<file path="config.mk">
export PLATFORM = sky130hd
export DESIGN_NAME = wishbone_timer
export DESIGN_NICKNAME = d
export VERILOG_FILES = /design/src/rtl/constants.sv /design/src/rtl/wishbone_timer.sv
export SDC_FILE = /design/constraint.sdc
export NUM_CORES = 1
export LEC_CHECK = 0
export CAP_MARGIN = 10
export CORE_MARGIN = 2
export CORE_UTILIZATION = 56
export DETAILED_ROUTE_END_ITERATION = 10
export HOLD_SLACK_MARGIN = 0.02
export MAX_ROUTING_LAYER = met4
export PLACE_DENSITY = 0.79
export SYNTH_ARGS = -nofsm -noshare
export SYNTH_HDL_FRONTEND = slang
export SYNTH_SLANG_ARGS = --single-unit
</file>
<file path="constraint.sdc">
create_clock -name clk -period 3.2 [get_ports clk]
set_clock_uncertainty 0.05 [all_clocks]
set_input_delay 0.64 -clock clk [delete_from_list [all_inputs] [get_ports clk]]
set_output_delay 0.64 -clock clk [all_outputs]
set_load 0.005 [all_outputs]
</file>
<file path="src/rtl/constants.sv">
// System address map constants shared by the interconnect decode and its slaves.
package constants;
  localparam logic [31:0] TIMER_START = 32'h0000_0040;
  localparam int unsigned TIMER_SIZE  = 5;
endpackage

</file>
<file path="src/rtl/wishbone_timer.sv">
// Wishbone timer/compare slave: prescaled up-counter, compare match flag and level IRQ.
// Define WISHBONE_TIMER_ONESHOT_EN to implement CTRL bit2 (stop on first match).
module wishbone_timer #(
  parameter logic [31:0] BASE_ADDRESS = constants::TIMER_START,
  parameter int unsigned NUM_REGS     = constants::TIMER_SIZE
) (
  input  logic        clk,
  input  logic        rst,
  input  logic        wb_cyc_i,
  input  logic        wb_stb_i,
  input  logic        wb_we_i,
  input  logic [31:0] wb_adr_i,
  input  logic [3:0]  wb_sel_i,
  input  logic [31:0] wb_dat_i,
  output logic [31:0] wb_dat_o,
  output logic        wb_ack_o,
  output logic        irq_o
);

  localparam logic [2:0] OFF_CTRL   = 3'd0;
  localparam logic [2:0] OFF_PRESC  = 3'd1;
  localparam logic [2:0] OFF_CMP    = 3'd2;
  localparam logic [2:0] OFF_COUNT  = 3'd3;
  localparam logic [2:0] OFF_STATUS = 3'd4;

  logic [31:0] rel_addr;
  logic [2:0]  offset;
  logic        unused_addr_bits;
  logic        reg_valid;
  logic        req;
  logic        wr;
  logic        wr_ctrl, wr_presc, wr_cmp, wr_count, wr_status;

  logic        ctrl_en, ctrl_ie, ctrl_oneshot;
  logic [31:0] presc, cmp, count, pcnt;
  logic        match;
  logic        tick, match_hit;
  logic [31:0] rdata;

  function automatic logic [31:0] merge_bytes(input logic [31:0] old_val,
                                              input logic [31:0] new_val,
                                              input logic [3:0]  lanes);
    logic [31:0] result;
    result = old_val;
    for (int b = 0; b < 4; b++) begin
      if (lanes[b]) result[8*b +: 8] = new_val[8*b +: 8];
    end
    return result;
  endfunction

  assign rel_addr         = wb_adr_i - BASE_ADDRESS;
  assign offset           = rel_addr[2:0];
  assign unused_addr_bits = ^rel_addr[31:3];
  assign reg_valid        = ({29'd0, offset} < NUM_REGS);

  // A new request is only accepted while no ack is outstanding.
  assign req       = wb_cyc_i & wb_stb_i & ~wb_ack_o;
  assign wr        = req & wb_we_i & reg_valid;
  assign wr_ctrl   = wr & (offset == OFF_CTRL) & wb_sel_i[0];
  assign wr_presc  = wr & (offset == OFF_PRESC);
  assign wr_cmp    = wr & (offset == OFF_CMP);
  assign wr_count  = wr & (offset == OFF_COUNT);
  assign wr_status = wr & (offset == OFF_STATUS) & wb_sel_i[0];

  assign tick      = ctrl_en & (pcnt == presc);
  assign match_hit = tick & (count == cmp);

  always_ff @(posedge clk) begin
    if (rst) begin
      wb_ack_o <= 1'b0;
      wb_dat_o <= 32'd0;
    end else begin
      wb_ack_o <= req;
      wb_dat_o <= (req & ~wb_we_i) ? rdata : 32'd0;
    end
  end

  // Bus write to CTRL takes precedence over the one-shot EN clear.
  always_ff @(posedge clk) begin
    if (rst) begin
      ctrl_en <= 1'b0;
      ctrl_ie <= 1'b0;
    end else if (wr_ctrl) begin
      ctrl_en <= wb_dat_i[0];
      ctrl_ie <= wb_dat_i[1];
    end else if (ctrl_oneshot & match_hit) begin
      ctrl_en <= 1'b0;
    end
  end

`ifdef WISHBONE_TIMER_ONESHOT_EN
  always_ff @(posedge clk) begin
    if (rst)          ctrl_oneshot <= 1'b0;
    else if (wr_ctrl) ctrl_oneshot <= wb_dat_i[2];
  end
`else
  assign ctrl_oneshot = 1'b0;
`endif

  always_ff @(posedge clk) begin
    if (rst) begin
      presc <= 32'd0;
      cmp   <= 32'd0;
    end else begin
      if (wr_presc) presc <= merge_bytes(presc, wb_dat_i, wb_sel_i);
      if (wr_cmp)   cmp   <= merge_bytes(cmp, wb_dat_i, wb_sel_i);
    end
  end

  // Prescaler restarts whenever the timer is stopped or its period is rewritten.
  always_ff @(posedge clk) begin
    if (rst) begin
      pcnt <= 32'd0;
    end else if (~ctrl_en | wr_presc | (wr_ctrl & ~wb_dat_i[0]) | tick) begin
      pcnt <= 32'd0;
    end else begin
      pcnt <= pcnt + 32'd1;
    end
  end

  always_ff @(posedge clk) begin
    if (rst) begin
      count <= 32'd0;
    end else if (wr_count) begin
      count <= merge_bytes(count, wb_dat_i, wb_sel_i);
    end else if (tick) begin
      count <= (count == cmp) ? 32'd0 : count + 32'd1;
    end
  end

  // A match in the same cycle as a write-1-clear keeps the flag set.
  always_ff @(posedge clk) begin
    if (rst)                         match <= 1'b0;
    else if (match_hit)              match <= 1'b1;
    else if (wr_status & wb_dat_i[0]) match <= 1'b0;
  end

  always_comb begin
    rdata = 32'd0;
    if (reg_valid) begin
      case (offset)
        OFF_CTRL:   rdata = {29'd0, ctrl_oneshot, ctrl_ie, ctrl_en};
        OFF_PRESC:  rdata = presc;
        OFF_CMP:    rdata = cmp;
        OFF_COUNT:  rdata = count;
        OFF_STATUS: rdata = {31'd0, match};
        default:    rdata = 32'd0;
      endcase
    end
  end

  assign irq_o = match & ctrl_ie;

endmodule

</file>
After elaboration in Yosys (flattened, before gate mapping)
Index checks and enable logic that the tools add are counted.
- mux-type cells: 10
- $lt $le $gt $ge: 1
- div/mod/pow operators: 0
- shifts and indexed selects: 0
- $add $sub $neg: 3
- multipliers: 0
- reduce and logical (&&, ||, !) cells: 17
- equal/unequal tests: 10
- bitwise logic cells: 26
- operator list (cell ; count):
    $pmux 32 s5 ; 1
    $mux 32 ; 3
    $add 32x1->32 const B ; 2
    $eq 32x32->1 ; 2
    $mux 8 ; 4
    $reduce_and 2->1 ; 12
    $and 1x1->1 ; 17
    $ne 2x2->1 const B ; 4
    $eq 3x2->1 const B ; 2
    $not 1->1 ; 6
    $reduce_bool 2->1 ; 2
    $eq 3x1->1 const B ; 1
    $eq 3x3->1 const B ; 1
    $logic_not 3->1 ; 1
    $lt 3x3->1 const B ; 1
    $or 1x1->1 ; 3
    $reduce_or 3->1 ; 1
    $sub 3x1->3 const B ; 1
    $mux 1 ; 2
    $reduce_or 2->1 ; 1
- memories kept: 0
- output and inout port bits: 34
- bits in registers: 164
- ROM bits: 0
- RAM bits: 0
- latch bits: 0

Logic depth before layout (Yosys ltp)
- depth in word-level cells: 10
- mapped depth: 10
- gate-level depth less buffers: 8

Worst setup path before layout
OpenSTA, ideal clock, no wires.
- path type: register to register
- from: register count[0]
- to: register count[18]
- data arrival time: 2.274 ns
- stages on the path, launching flop included: 10
- required time: 3.080 ns
- buffers on the path: 2
- period minus slack after synthesis: 2.394 ns
- slack: 0.806 ns
- cells stage by stage: dfxtp_1 > ha_1 > nand2_1 > or3_1 > buf_2 > or2_0 > buf_2 > or4_1 > a21o_1 > a21oi_1
- cells in the longest elaborated chain, start to end: 4
- elaborated cells on any way between the ends: 5
- classes of those cells: add/sub (1); eq/ne (1); mux (3)
- ends and longest elaborated chain (what ; RTL line ; source):
    start, declared ; wishbone_timer.sv:35 ; logic [31:0] presc, cmp, count, pcnt;
    start signal, assigned ; wishbone_timer.sv:125 ; count <= merge_bytes(count, wb_dat_i, wb_sel_i);
    start signal, assigned ; wishbone_timer.sv:127 ; count <= (count == cmp) ? 32'd0 : count + 32'd1;
    $add 32x1->32 / $eq 32x32->1 (equally long branches) ; wishbone_timer.sv:127 ;
    $mux 32 * ; wishbone_timer.sv:127 ;
    $mux 32 * ; wishbone_timer.sv:126 ; end else if (tick) begin
    $mux 32 * ; wishbone_timer.sv:124 ; end else if (wr_count) begin
Mark *: on every way between the ends. The rest lies on a longest branch, timed or not. The select of a mux whose other input is x is not followed.
A chain may end at the register's enable or synchronous reset.

Worst setup path in the final report
- from: register count[0]
- to: register count[30]
Same word-level chain as after synthesis.

==> results.tsv <==
stage	metric	value	unit
clock_network	clock-root-buffer	clkbuf_16	
cells_and_area	syn2layout_area_growth	19.2	%
global_routing	grt-ovfl-total	0	
floorplanning	fp.dieH	124	µm
clock_network	clk_latency	0.43	ns
synth	synth_nets	998	
clock_network	cts-resized-gates	0	
sta	fmax	0.348	GHz
critical_path	cp.required	3.43	ns
detailed_routing	drtAntennaViolNets	0	
power_and_ir_drop	power.leakage	3.68	nW
power_and_ir_drop	peakVddDrop	0.380	mV
synth	ys_async_sr_fraction	0	%
floorplanning	initial_utilization	56.5	%
synth	ys.flop_type	dfxtp_1	
synth	syn_area	8120	µm²
floorplanning	die-area	15500	µm²
critical_path	crit_fanout	7	
clock_network	cts_tree	done	
critical_path	cp-end-kind	flip-flop	
placed_design	placed_cells	1156	
synth	syn_avg_cell_area	8.80	µm²
cells_and_area	antenna_cells	0	
sta	final_max_slew_viol_count	0	
power_and_ir_drop	powerDensity	443	nW/µm²
placed_design	gp_congestion	0.901	
sta	finalCritPeriodShare	89.9	%
floorplanning	num_rows	44	
detailed_routing	routedWlPerCell	18.6	µm
sta	finalSetupViolCount	0	
critical_path	cp.arrival	3.11	ns
global_routing	grt_pass1_vias	6442	
cells_and_area	multi_input_area	4550	µm²
clock_network	postCtsHoldBufs	0	
run	maxCapViolCount	0	
floorplanning	die_w	124	µm
detailed_routing	wirelength	22.1	mm
clock_network	post_cts_buffers	0	
clock_network	path_clk_slew	0.06	ns
sta	hold_violations	0	
global_routing	grt_max_degree	55	
cells_and_area	seqCellArea	3280	µm²
detailed_routing	dr_total_vias	7072	
sta	post-route-min-period	2.88	ns
clock_network	clockBufferDepth	2	
sta	fin_tns_setup	0	ns
synth	yosys.cell_types.count	49	
cells_and_area	fin_cells	1187	
global_routing	grt_antenna_before_repair	0	
placed_design	dpl_cell_area	9150	µm²
sta	maxSlewHeadroom	43.1	%
synth	synth-edff-count	0	
outcome	status	completed	
cells_and_area	drive_above_1_share	10.1	%
detailed_routing	dr.pass1.iters	8	
synth	ys_ff_latch	164	
placed_design	dpl.hpwl	15.4	mm
floorplanning	core-area	14400	µm²
min_path	hp-class	reg -> reg	
cells_and_area	fin_nets	1066	
clock_network	cts_sinks	164	
sta	tightest_slew	0.852	ns
global_routing	grt_util_all_layers	29.3	%
cells_and_area	fin_util	67.4	%
synth	synth_warnings	0	
detailed_routing	first_iter_violations	937	
sta	rsz0062_at_grt	no	
synth	ys_seq_area_share	40.4	%
detailed_routing	viasPerCell	5.96	
detailed_routing	post-route-drc-count	0	
critical_path	crit_type	reg -> reg	
global_routing	grt_pass1_wl	35.1	mm
cells_and_area	final_area	9680	µm²
synth	netlist_instances	923	
placed_design	io_buffers	77	
clock_network	cts_buffers	17	
sta	fin_hold_ws	0.467	ns
critical_path	crit_path_start_kind	flip-flop	
cells_and_area	fill_cells	1168	
clock_network	h-tree-depth	4	
floorplanning	io_pins	107	
==> metrics by stage <==
stage               setup slack (ns)  power (mW)
finish                         0.323        4.29
CTS                            0.401        4.28
floorplan                      0.806        2.24
global placement               0.171        2.39
global route                   0.191        4.42
detailed placement             0.110        2.39
==> sequential cells by signal (all words and copies together) (netlist names) <==
register and flops:
count 32, ctrl_en 1, presc 32, wb_dat_o 32
match 1, pcnt 32, wb_ack_o 1, cmp 32
ctrl_ie 1
==> logic make-up after synthesis <==
logic type                 count (synthesis)  synth area share, %
AOI/OAI and AO/OA                        129                 10.5
xor gates and xnor gates                 100                 10.8
adders and majority gates                  2                0.308
buffers and inverters                     74                 3.64
DFF                                      164                 40.4
muxes                                     98                 12.9
and+or+nand+nor                          356                 21.5
==> routing by layer <==
layer / GRT usage (%) / share of wire [%]
met5: - / 0
met4: 12.4 / 3.2
met3: 5.24 / 6.8
met2: 43.3 / 45
met1: 39.7 / 45
==> cell usage in the layout (no fill, tap or decap), types with 5 or more instances in the layout <==
cell type        synthesis  final
a211oi_1                 6      6
a21oi_1                 41     41
a221oi_1                 5      5
a22oi_1                 33     33
and2_1                   7      7
and3_1                  18     18
buf_4                    0     33
clkbuf_1                44      9
clkbuf_16                0     17
clkdlybuf4s50_1          0     76
dfxtp_1                164    164
inv_1                   13     13
mux2_2                  30     30
mux2i_1                 66     66
nand2_1                 45     45
nand2b_1                15     15
nand3_1                 25     25
nand4_1                 10     10
nor2_1                 160    160
nor2b_1                 10      9
nor3_1                  16     16
nor4_1                  20     20
o21ai_0                 17     17
o32ai_1                  9      9
or3_1                    7      7
xnor2_1                 21     21
xor2_1                  79     79
==> final cells by class <==
type,instances,area share (%)
Multi-Input combinational cell,685,47.0
Sequential cell,164,33.9
Timing Repair Buffer,110,10.6
Clock buffer,26,4.74
Tap cell,184,2.38
Clock inverter,5,0.801
Inverter,13,0.504
==> synth_stat cells (4+ instances only) <==
cell	n	area (µm²)
a22oi_1	33	248
xor2_1	79	692
buf_2	14	70.1
nand2b_1	15	93.8
o41ai_1	4	35.0
a211oi_1	6	45.0
mux2i_1	66	661
nor4_1	20	125
nand3_1	25	125
o21ai_0	17	85.1
a21o_1	4	30.0
mux2_2	30	338
nand4_1	10	62.6
a21oi_1	41	205
or3_1	7	43.8
and2_1	7	43.8
and3_1	18	113
nand2_1	45	169
nor2_1	160	601
nor2b_1	10	62.6
inv_1	13	48.8
xnor2_1	21	184
a221oi_1	5	43.8
dfxtp_1	164	3280
o32ai_1	9	78.8
nor3_1	16	80.1
clkbuf_1	44	165
==> critical path: stages, from the launching register on <==
cell      delay, ns
dfxtp_1        0.46
ha_1           0.29
nand2_1        0.09
or3_1          0.56
or2_0          0.44
nor3_1         0.32
xnor2_1        0.12
a221oi_1       0.29
a211oi_1       0.10
==> where the power goes <==
group	total [mW]	internal, mW	switching [mW]
sequential	2.05	2.05	0.00725
clock	1.93	1.14	0.792
combinational	0.300	0.120	0.180
==> final timing paths <==
check,end,slack (ns),depth (start not counted),start
max,count[30],0.32,8,count[0]
min,match,0.47,2,match
max reg2reg,count[30],0.32,8,count[0]
min reg2reg,match,0.47,2,match
Power figures use the tool's default switching activity.
==> edit 1, RTL diff (config.mk and constraints unchanged) <==
Add a define of `WISHBONE_TIMER_ONESHOT_EN`.
--- a/src/rtl/wishbone_timer.sv
+++ b/src/rtl/wishbone_timer.sv
@@ -1,5 +1,7 @@
 // Wishbone timer/compare slave: prescaled up-counter, compare match flag and level IRQ.
 // Define WISHBONE_TIMER_ONESHOT_EN to implement CTRL bit2 (stop on first match).
+`define WISHBONE_TIMER_ONESHOT_EN
+
 module wishbone_timer #(
   parameter logic [31:0] BASE_ADDRESS = constants::TIMER_START,
   parameter int unsigned NUM_REGS     = constants::TIMER_SIZE
Check against the original RTL: not equivalent (a bounded check fails within 4 cycles, from zero or initial values and one cycle with rst high).
==> edit 1 against the unedited design <==
Area after synthesis increased by 5.2%. Final area increased by 3.6%. Largest cell class unchanged. Hold slack got worse by 0.061 ns. Largest power group is now the clock network. Sequential cell count increased by 1. Routed wire length increased by 8.2%. Worst setup slack improved by 0.31 ns. Power increased by 4.8%. Utilization decreased by 0.66 points. Final cell count increased by 3.7%.
==> edit 1: results (changes against the unedited design) <==
metric,value,unit,change
R2R setup slack,0.65,ns,was 0.32 ns
register area share after synthesis,38.7,%,was 40.4%
n_diodes,0,,unchanged
Commonest cells post-synth,"dfxtp_1 (165), nand2_1 (121), nor2_1 (114)",,"was dfxtp_1 (164), nor2_1 (160), xor2_1 (79)"
total track usage,31.0,%,was 29.3%
HP Start,presc[31],,was match
first-pass GRT wire length,38000,um,"was 35,100 um"
Placer Congestion,0.931,,was 0.901
Setup WS pre-CTS,0.216,ns,was 0.110 ns
XOR/XNOR Fraction of Synth Area,9.84,%,was 10.8%
post-synthesis cell count,977,,was 923
Worst path top cell family by delay,buffers and inverters,,was simple AND/OR/NAND/NOR gates
Crit Reg-Reg Endpoint,count[20],,was count[30]
maximum VDD drop,0.404,mV,was 0.380 mV
critical path data arrival time,2.82,ns,was 3.11 ns
largest net degree at the start of global routing,66,,was 55
nets,1106,,"was 1,066"
Worst R2R Start,count[9],,was count[0]
"Cell Area, Placed",9410,um^2,was 9150 um^2
initial DRC count,942,,was 937
TritonRoute pass-1 iters,5,,was 8
"critical path fanouts, max",27,,was 7
Placed Cells,1200,,"was 1,156"
slowest CP cell,clkdlybuf4s50_1,,was or3_1
Final Hold Slack,0.406,ns,was 0.467 ns
outcome,finished clean,,unchanged
DR vias,7556,,"was 7,072"
Final Non-Filler Cells,1231,,"was 1,187"
post-synthesis mux area share,8.33,%,was 12.9%
final design utilization,66.7,%,was 67.4%
share of cells above drive strength 1,11.4,%,was 10.1%
worst setup path startpoint,wb_adr_i[1],,was count[0]
synth unique cells,68,,was 49
vias in the first global route,7013,,"was 6,442"
Slew @ Worst Pin,0.722,ns,was 0.852 ns
worst r2r path cells,6,,was 8
leakage,3.18,nW,was 3.68 nW
Synth Area in Compound Gates,14.3,%,was 10.5%
adder-cell area share of the yosys netlist,0.293,%,was 0.308%
==> edit 1: changes by cell type after synthesis, moves of 14 or more <==
| cell | before | now |
|---|---|---|
| clkbuf_1 | 44 | 30 |
| xnor2_1 | 21 | 82 |
| nand2_1 | 45 | 121 |
| nand4_1 | 10 | 26 |
| nor2_1 | 160 | 114 |
| xor2_1 | 79 | 14 |
| mux2i_1 | 66 | 34 |
| a22oi_1 | 33 | 60 |
==> edit 1: metal layers <==
metal	track usage (%)	vias to the layer above	share of wire (%)
met5	-	-	0
met4	12.7	0	3.2
met3	5.82	50	8.0
met2	45.6	350	45
met1	42.1	3596	44
li1	-	3560	-
==> edit 1: final cells by class <==
class / count / share of cell area, %
sequential: 165 / 32.9
clock buffer: 20 / 4.65
clock inverter: 11 / 1.50
multi-input combinational: 722 / 48.0
tap: 188 / 2.35
timing repair buffer: 100 / 9.63
inverter: 25 / 0.936
==> edit 1: power breakdown <==
part           total (mW)  internal [mW]  switching [mW]
Combinational       0.280          0.105           0.175
Sequential           2.07           2.06         0.00777
Clock                2.15           1.29           0.862
Total                4.50           3.45            1.04
==> edit 1: worst max path at each step <==
stage                            to  slack [ns]  cells after the start
final                        cmp[9]        0.64                      8
after global routing      count[20]        0.48                      6
after CTS                    cmp[9]        0.67                      8
after detailed placement     cmp[9]        0.22                      8
after global placement      cmp[20]        0.27                      8
after floorplan           count[27]        1.01                      7
==> edit 1: worst register-to-register path, stage by stage, from the launching register on <==
cell and delay, ns:
dfxtp_1 0.46, and4_1 0.29, nand4_1 0.48, or2_2 0.56, nor3b_1 0.22, a22oi_1 0.09, o32ai_1 0.28
==> edit 2, RTL diff (same settings) <==
Made on the original files. Register the output `irq_o`, without a reset; this adds one clock of latency there. The other outputs are not delayed to match.
--- a/src/rtl/wishbone_timer.sv
+++ b/src/rtl/wishbone_timer.sv
@@ -149,7 +149,9 @@
     end
   end
 
-  assign irq_o = match & ctrl_ie;
+  always_ff @(posedge clk) begin
+    irq_o <= match & ctrl_ie;
+  end
 
 endmodule
 
Behaviour: not the same (Yosys sat finds a counterexample within 4 cycles, from zero or initial values and one cycle with rst high).
==> edit 2 against the unedited design <==
Power increased by 1.1%. Sequential share of layout area increased by 0.15 points. Area after synthesis increased by 0.25%. Sequential cell count increased by 1. Synthesized cell count increased by 0.11%. Routed wire length decreased by 0.73%. Clock power increased by 3%. Utilization increased by 0.10 points. Final area increased by 0.16%. Hold slack got worse by 0.032 ns. Global-route usage increased by 0.064 points. Worst setup slack improved by 0.082 ns. Critical path type unchanged.
==> edit 2: results (changes against the unedited design) <==
metric,value,unit,change
outcome,finished clean,,unchanged
Commonest cells post-synth,"dfxtp_1 (165), nor2_1 (160), xor2_1 (79)",,"was dfxtp_1 (164), nor2_1 (160), xor2_1 (79)"
M1 wire length,9790,um,was 9880 um
adder-cell area share of the yosys netlist,0.307,%,was 0.308%
maximum VDD drop,0.384,mV,was 0.380 mV
share of cells above drive strength 1,10.3,%,was 10.1%
syn nets,999,,was 998
WL/cell,18.6,um,about the same
Slew @ Worst Pin,0.819,ns,was 0.852 ns
crit-path max cell delay,0.70,ns,was 0.56 ns
R2R setup slack,0.40,ns,was 0.32 ns
"Cell Area, Placed",9130,um^2,was 9150 um^2
first-pass GRT wire length,35100,um,about the same
TritonRoute pass-1 iters,7,,was 8
worst r2r path cells,7,,was 8
main flop type after synthesis,dfxtp_1,,unchanged
Placer Congestion,0.917,,was 0.901
Hold Path End,irq_o,,was match
ranking of synthesized cells by area,"dfxtp_1 (41%), xor2_1 (8.5%), mux2i_1 (8.1%), nor2_1 (7.4%), mux2_2 (4.2%)",,"was dfxtp_1 (40%), xor2_1 (8.5%), mux2i_1 (8.1%), nor2_1 (7.4%), mux2_2 (4.2%)"
vias in the first global route,6524,,"was 6,442"
slowest CP cell,nor4_4,,was or3_1
Detailed Place HPWL,15100,um,"was 15,400 um"
WL met3,1650,um,was 1500 um
critical path data arrival time,3.04,ns,was 3.11 ns
initial DRC count,859,,was 937
nets,1060,,"was 1,066"
DR vias/cell,6.02,,was 5.96
WL met2,9920,um,"was 10,000 um"
largest net degree at the start of global routing,56,,was 55
total track usage,29.4,%,was 29.3%
==> edit 2: changes by cell type in the layout (fill, tap and decap cells not counted) <==
cell,change
clkbuf_8,+3
clkbuf_1,-8
clkinvlp_4,+3
bufinv_16,-1
buf_4,-8
dfxtp_1,+1
buf_12,+1
clkinv_4,+2
clkinv_2,+1
inv_6,+1
==> edit 2: cells by family after synthesis <==
family	count (synthesis)
buffers and inverters	74
AOI/OAI and AO/OA	129
adders and majority gates	2
and+or+nand+nor	356
DFF	165
muxes	98
xor gates and xnor gates	100
==> edit 2: stage by stage <==
step                      instances  util (%)  hold slack, ns  setup WS (ns)
after floorplan                 924         -           0.396          0.806
after global placement         1150      63.5           0.421          0.126
after detailed placement       1150      63.5           0.423         0.0587
after CTS                      1182      67.5           0.438          0.427
after global routing           1182      67.5           0.458          0.206
final                          1182      67.5           0.435          0.405
==> edit 2: where the power goes <==
group | switching (mW) | internal, mW | leakage, nW | total (mW)
combinational | 0.178 | 0.116 | 2.06 | 0.294
sequential | 0.00724 | 2.06 | 1.33 | 2.07
clock | 0.845 | 1.13 | 0.271 | 1.98
total | 1.03 | 3.31 | 3.66 | 4.34
==> edit 2: final cells by class <==
type / instances / area, um^2
clock buffers: 21 / 470
fillers: 1152 / 4670
well taps: 184 / 230
repair buffers: 103 / 988
inverters: 13 / 48.8
flip-flops and latches: 165 / 3300
multi-input cells: 685 / 4550
clock inverters: 11 / 101
==> edit 2: worst max-delay path by stage <==
stage          slack, ns     start  depth (start not counted)         to
4_1_cts             0.43   pcnt[6]                          8   count[5]
3_3_place_gp        0.13   wb_we_i                          8  count[30]
5_1_grt             0.21  count[0]                          8  count[30]
6_report            0.40   pcnt[6]                          7  count[30]
3_5_place_dp        0.06   wb_we_i                          9   count[5]
2_1_floorplan       0.81  count[0]                          9  count[18]
==> edit 2: worst max-delay path: cells and delay by family (launching register included) <==
family / cells / cell delay, ns
AOI/OAI and AO/OA: 2 / 0.44
xor gates and xnor gates: 1 / 0.12
buffers and inverters: 1 / 0.32
and+or+nand+nor: 3 / 1.28
DFF: 1 / 0.44
==> edit 2: layer usage <==
layer / GRT usage, % / up-vias
li1: - / 3347
met1: 40.0 / 3417
met2: 43.7 / 290
met3: 5.93 / 56
met4: 10.2 / 0
met5: - / -
